File: src/rtl/plic_irq_gateway.sv
// Interrupt gateway in front of the PLIC: synchronise, qualify level/edge, latch pending, gate claim/complete.
// Optional macro PLIC_GW_EDGE_COUNT_EN: each edge source counts extra edges in a CNT_W-bit saturating counter.
module plic_irq_gateway #(
  parameter int                 NUM_SRC     = 32,
  parameter int                 SYNC_STAGES = 2,
  parameter logic [NUM_SRC-1:0] EDGE_MASK   = '0,
  parameter int                 CNT_W       = 4,
  localparam int                ID_W        = $clog2(NUM_SRC)
) (
  input  logic               clock_i,
  input  logic               reset_ni,
  input  logic [NUM_SRC-1:0] irq_src_i,
  input  logic [NUM_SRC-1:0] enable_i,
  output logic [NUM_SRC-1:0] irq_pending_o,
  output logic [NUM_SRC-1:0] inflight_o,
  input  logic               claim_valid_i,
  input  logic [ID_W-1:0]    claim_id_i,
  input  logic               complete_valid_i,
  input  logic [ID_W-1:0]    complete_id_i
);
  typedef enum logic [1:0] {IDLE = 2'd0, PENDING = 2'd1, INFLIGHT = 2'd2} state_e;

  logic [SYNC_STAGES-1:0][NUM_SRC-1:0] sync_q;
  logic [NUM_SRC-1:0]                  sync;
  logic                                unused_inputs;

`ifndef PLIC_GW_EDGE_COUNT_EN
  localparam int unused_cnt_w = CNT_W;
`endif

  always_ff @(posedge clock_i or negedge reset_ni) begin
    if (!reset_ni) begin
      sync_q <= '0;
    end else begin
      sync_q[0] <= {irq_src_i[NUM_SRC-1:1], 1'b0};
      for (int s = 1; s < SYNC_STAGES; s++) begin
        sync_q[s] <= sync_q[s-1];
      end
    end
  end
  assign sync = sync_q[SYNC_STAGES-1];

  // Line 0 is reserved and never requests
  assign irq_pending_o[0] = 1'b0;
  assign inflight_o[0]    = 1'b0;
  assign unused_inputs    = ^{irq_src_i[0], enable_i[0], sync[0]};

  for (genvar gi = 1; gi < NUM_SRC; gi++) begin : g_src
    localparam bit IS_EDGE = EDGE_MASK[gi];

    state_e state_q, state_d;
    logic   rise, trig, claim_hit, complete_hit, extra_edge, repend;

    if (IS_EDGE) begin : g_edge
      logic edge_q;
      always_ff @(posedge clock_i or negedge reset_ni) begin
        if (!reset_ni) begin
          edge_q <= 1'b0;
        end else begin
          edge_q <= sync[gi];
        end
      end
      assign rise = sync[gi] & ~edge_q;
    end else begin : g_level
      assign rise = 1'b0;
    end

    assign trig         = IS_EDGE ? rise : sync[gi];
    assign claim_hit    = claim_valid_i && (claim_id_i == ID_W'(gi)) && irq_pending_o[gi];
    assign complete_hit = complete_valid_i && (complete_id_i == ID_W'(gi)) && (state_q == INFLIGHT);
    assign repend       = (!IS_EDGE && sync[gi] && enable_i[gi]) || extra_edge;

`ifdef PLIC_GW_EDGE_COUNT_EN
    logic [CNT_W-1:0] cnt_q, cnt_d, cnt_dec;
    assign extra_edge = (cnt_q != '0);

    // Decrement for the re-pend first so a same-cycle edge is still counted
    always_comb begin
      cnt_dec = (complete_hit && extra_edge) ? cnt_q - CNT_W'(1) : cnt_q;
      cnt_d   = cnt_dec;
      if (rise && enable_i[gi] && (state_q != IDLE) && (cnt_dec != '1)) begin
        cnt_d = cnt_dec + CNT_W'(1);
      end
    end

    always_ff @(posedge clock_i or negedge reset_ni) begin
      if (!reset_ni) begin
        cnt_q <= '0;
      end else begin
        cnt_q <= cnt_d;
      end
    end
`else
    // Any number of edges seen while INFLIGHT merge into a single re-pend
    logic edge_seen_q, edge_seen_d;
    assign extra_edge  = edge_seen_q;
    assign edge_seen_d = (edge_seen_q && !complete_hit) ||
                         (rise && enable_i[gi] && (state_q == INFLIGHT));

    always_ff @(posedge clock_i or negedge reset_ni) begin
      if (!reset_ni) begin
        edge_seen_q <= 1'b0;
      end else begin
        edge_seen_q <= edge_seen_d;
      end
    end
`endif

    always_comb begin
      state_d = state_q;
      unique case (state_q)
        IDLE: begin
          if (trig && enable_i[gi]) state_d = PENDING;
        end
        PENDING: begin
          if (claim_hit) state_d = INFLIGHT;
          else if (!IS_EDGE && !sync[gi]) state_d = IDLE;
        end
        INFLIGHT: begin
          if (complete_hit) state_d = repend ? PENDING : IDLE;
        end
        default: state_d = IDLE;
      endcase
    end

    always_ff @(posedge clock_i or negedge reset_ni) begin
      if (!reset_ni) begin
        state_q <= IDLE;
      end else begin
        state_q <= state_d;
      end
    end

    // Masking is combinational so it takes effect in the same cycle
    assign irq_pending_o[gi] = (state_q == PENDING) && enable_i[gi];
    assign inflight_o[gi]    = (state_q == INFLIGHT);
  end

endmodule

File: config.mk
export PLATFORM = sky130hd
export DESIGN_NAME = plic_irq_gateway
export DESIGN_NICKNAME = d
export VERILOG_FILES = /design/src/rtl/plic_irq_gateway.sv
export SDC_FILE = /design/constraint.sdc
export NUM_CORES = 1
export LEC_CHECK = 0
export BUFFER_PORTS_ARGS = -buffer_cell sky130_fd_sc_hd__buf_2
export CAP_MARGIN = 20
export CORE_MARGIN = 8
export CORE_UTILIZATION = 58
export DETAILED_ROUTE_END_ITERATION = 8
export PLACE_DENSITY = 0.84
export SETUP_SLACK_MARGIN = 0.5
export SLEW_MARGIN = 20
export SYNTH_ARGS = -nofsm -noshare
export SYNTH_HDL_FRONTEND = slang
export SYNTH_SLANG_ARGS = --single-unit
File: constraint.sdc
create_clock -name clock_i -period 2.4 [get_ports clock_i]
set_clock_uncertainty 0.15 [all_clocks]
set_input_delay 0.24 -clock clock_i [delete_from_list [all_inputs] [get_ports clock_i]]
set_output_delay 0.24 -clock clock_i [all_outputs]
set_load 0.01 [all_outputs]
Word level (Yosys, flattened, before mapping). Index checks and enable logic that the tools add are counted.

Reduce and logical (&&, ||, !) cells: 341. Mux-type cells: 186. Equality and inequality tests: 217.

Operators by type and width (number): 2-to-1 mux 2 bit (124); logical AND 1 bit (217); one-hot mux 2 bit (3 select lines) (31); == test 5 bit (second input constant) (32); inequality test 3 bit (second input constant) (31); AND reduction 3 bit (31); == test 5 x 4 -> 1 bit (second input constant) (16); == test 2 x 1 -> 1 bit (second input constant) (31); == test 2 bit (second input constant) (31); logical NOT 2 bit (31); inequality test 2 x 1 -> 1 bit (second input constant) (31); inequality test 2 bit (second input constant) (31); == test 5 x 3 -> 1 bit (second input constant) (8); logical NOT 1 bit (31); logical OR 1 bit (31); 2-to-1 mux 1 bit (31); == test 5 x 2 -> 1 bit (second input constant) (4); == test 5 x 1 -> 1 bit (second input constant) (2).

Logic and storage cells: 808. Input bits: 78. Register bits: 155.

Logic depth before layout (Yosys ltp).
Depth in word-level cells: 5. Depth in mapped cells: 5. Depth with buffers taken out: 4.

Worst setup path after synthesis. No wires, ideal clock.

Path type: in2reg. From: input port complete_id_i[2]. To: register g_src[9].state_q[1]. Data arrival time: 1.166 ns. Path buffers: 1. Data required time: 2.128 ns. Path slack: 0.962 ns. Stages on the path: 5. Cells stage by stage: buf_6 or4b_4 nor2_4 nor2_1 o2bb2ai_1.

Cells in the longest elaborated chain, start to end: 5.

Ends and longest elaborated chain: start, declared (RTL line 19) `input logic [ID_W-1:0] complete_id_i`; == test 5 x 4 -> 1 bit (RTL line 70) `assign complete_hit = complete_valid_i && (complete_id_i == ID_W'(gi)) && (state_q == INFLIGHT);`; logical AND 1 bit (2 in a row) (RTL line 70); inequality test 2 x 1 -> 1 bit (no source line); AND reduction 3 bit (no source line); end signal, assigned (RTL line 130) `state_q <= state_d;`; end, declared (RTL line 51) `state_e state_q, state_d;`.

No other way between the ends. A chain may end at the register's enable or synchronous reset.

Worst setup path after layout.
From: register g_src[19].state_q[0]. To: output port inflight_o[19].

Cells in the longest elaborated chain, start to end: 1.

Ends and longest elaborated chain: start, declared (RTL line 51); start signal, assigned (RTL line 130); == test 2 bit (RTL line 136) `assign inflight_o[gi] = (state_q == INFLIGHT);`; end, declared (RTL line 15) `output logic [NUM_SRC-1:0] inflight_o,`.

No other way between the ends.

==> impl_results.md <==
- Status: completed
- Vias per cell: between 5 and 6
- Startpoint Class: flip-flop
- Util after Layout: 0.791
- Top cell type's share of synthesized area: 0.601
- Post-synth ARST share: 1.00
- Fmax achieved: roughly 550 MHz
- Max FO, Critical Path: 4
- Synth cell types: between 40 and 50
- Relative slew slack: 0.557
- Post-synth EDFFs: 0
- Synth area leaders: dfrtp_1 (60%), nor2_1 (5.2%), a21boi_0 (3.5%)
- Max rail drop VDD: 0.000700 V
- 1st-pass router iterations: 5
- TritonCTS clock tree: done
- Leakage power: about 4.1 nW
- Share of post-route cells with drive strength above 1: 0.220
- Total chip power: a little over 6 mW
- Unrepaired setup endpoints after global routing: false
- Final Hold Viols: 0
- Fin crit period: approximately 1.8 ns
- Nets@finish: 908
- Die area: 14800 um2
- Initial Utilization: 0.595
- Cell Rows: 38
- MaxCap Viol Count: 0
- Cells after Synth: 615
- Antenna cell count: 0
- DR vias: between 5000 and 6000
- Placer Congestion: between 0.8 and 0.9
- Power density over the cells: 714 nW/um2
- Synth Area per Inst: roughly 10 um2
- Detail Route Antenna Nets: 0
- CTS H-tree depth: 4
- Sink Count: 155
- Die height: about 120 um
- DRT Wirelength: between 15000 and 20000 um
- Critical Path AT: 1.44 ns
- Clk buf depth: 2
- Hold Crit Class: input port to async pin
- Crit. End Element: primary output
- DR WL/cell: around 19 um
- Worst Path Required: ~2.0 ns
- Largest net degree at the start of global routing: slightly above 60
- Remaining DRCs: 0
- Dominant cell type by area after synthesis: dfrtp_1
- Syn. warnings: 0
- Ys flop type: dfrtp_1
- Core Footprint: roughly 11000 um2
- Total CTS buffers: 17
- CTS clk-pin slew, worst paths: around 0.060 ns
- Setup violations, final: 0
- Tightest Pin Transition: ~0.66 ns
- Setup TNS: 0 ns
- Synthesis-to-finish area growth: 32.9%
- CTS Root Cell: clkbuf_8
- Mapped cell area: 6450 um2
- Die W: 121 um
- Number of antenna violations at the first check in global routing: 0
- Seq/Total Area, Yosys: 0.601
- Overflow after GRT: 0
- Global Route Usage Sum: 0.258
- Setup Crit Path Kind: flip-flop to primary output
- # port buffers: between 100 and 150
- Clock Latency Late Sink: roughly 0.54 ns
- Detailed router's first-iteration violation count: 463
- IO Pins: 142
- Final Max Tran Viols: 0
- Global-route wire length before repair: between 20000 and 30000 um
- Vias in the first global route: about 6000
- Fin crit share: 0.763
- Hpwl dp: between 10000 and 15000 um
- Post-synthesis register bit count: ~160
where the power goes:
group / switching (mW) / internal (mW) / total, mW
logic: 0.333 / 0.269 / 0.603
registers: 0.101 / 2.73 / 2.84
clock network: 1.01 / 1.67 / 2.68
state kept, by name, summed over array words and instances (netlist names):
name,count
sync_q,31
g_src.state_q,62
g_src.edge_seen_q,31
sync,31
kinds of logic after synthesis:
family                 Yosys count  share of synthesized area
AO/OA/AOI/OAI                  169                      0.170
buffers and inverters           42                     0.0274
flip-flops                     155                      0.601
other                            1                   0.000581
AND/OR/NAND/NOR                248                      0.201
metrics by stage:
stage	instances	instance area, um2	hold WS [ns]	worst slack, ns
2_1_floorplan	616	6450	-0.206	0.962
3_3_place_gp	889	7340	0.0424	0.849
3_5_place_dp	889	7340	0.0354	0.770
4_1_cts	982	8560	0.00438	0.533
5_1_grt	982	8570	0.0373	0.508
6_report	982	8570	0.0382	0.568
synth_stat cells, types with 2 or more instances:
cell type / number
dfrtp_1: 155
nor2_1: 89
o21ai_0: 40
nand2_1: 35
nor2b_1: 32
inv_1: 31
nand3_1: 31
a21boi_0: 30
a22oi_1: 29
nand2b_1: 29
a21oi_1: 25
a31oi_1: 25
clkbuf_1: 7
o2bb2ai_1: 6
and2_1: 5
a32o_1: 4
nand4b_1: 4
o22ai_1: 4
and4b_1: 3
and4bb_2: 3
buf_4: 3
and3_1: 2
nand4bb_1: 2
nor2_4: 2
nor3_1: 2
final timing paths:
| check | start | end | slack [ns] | cells past startpoint |
|---|---|---|---|---|
| max | g_src[19].state_q[0] | inflight_o[19] | 0.57 | 2 |
| min | reset_ni | sync_q[14] | 0.04 | 2 |
| max reg2reg | g_src[6].state_q[1] | g_src[6].state_q[0] | 1.00 | 4 |
| min in group clock_i | enable_i[5] | g_src[5].state_q[1] | 0.04 | 4 |
| min reg2reg | sync_q[21] | sync[21] | 0.20 | 0 |
| max in group asynchronous | reset_ni | g_src[3].state_q[1] | 1.40 | 3 |
metal layers:
layer	track usage	vias up	part of all wire
met5	0	-	0
met4	0.109	0	0.026
met3	0.0721	45	0.063
met2	0.437	224	0.51
met1	0.300	2850	0.40
li1	-	2607	-
timing repair:
action                                 in CTS  in global routing
hold buffers                               62                  0
endpoints found under the hold margin     236                  0
setup endpoints to repair                   0                  4
setup buffers                               0                  0
resized for setup                           0                  4
worst max-delay path, cell delays in order, from the launching register on:
cell and delay, ns:
dfrtp_1 0.42, nor2b_1 0.28, buf_2 0.20
layout by cell type (no fill, tap or decap), types with 2 or more instances in the layout:
master | synthesis | final
o22ai_1 | 4 | 4
nand3_1 | 31 | 31
o2bb2ai_1 | 6 | 6
buf_2 | 0 | 136
inv_1 | 31 | 31
a21oi_1 | 25 | 25
clkbuf_8 | 0 | 8
nand4b_1 | 4 | 4
nand2_1 | 35 | 35
and4b_1 | 3 | 3
conb_1 | 1 | 2
dlygate4sd3_1 | 0 | 62
buf_4 | 3 | 5
nor2b_1 | 32 | 30
dfrtp_1 | 155 | 155
and2_1 | 5 | 5
a32o_1 | 4 | 4
clkbuf_16 | 0 | 16
nand4bb_1 | 2 | 2
buf_12 | 0 | 2
and4bb_2 | 3 | 3
a21boi_0 | 30 | 30
nor2b_2 | 0 | 2
a22oi_1 | 29 | 29
nor2_4 | 2 | 2
nor2_1 | 89 | 88
bufinv_16 | 0 | 2
and3_1 | 2 | 2
nor3_1 | 2 | 2
clkbuf_1 | 7 | 2
a31oi_1 | 25 | 25
nand2b_1 | 29 | 29
clkinvlp_4 | 0 | 2
o21ai_0 | 40 | 40
cell type report:
type | count | area, um2
Fill cell | 611 | 2270
Clock buffer | 26 | 518
Tap cell | 140 | 175
Sequential cell | 155 | 3880
Timing Repair Buffer | 206 | 1390
Multi-Input combinational cell | 419 | 2410
Clock inverter | 5 | 80.1
Inverter | 31 | 116
(Power assumes the default switching activity.)
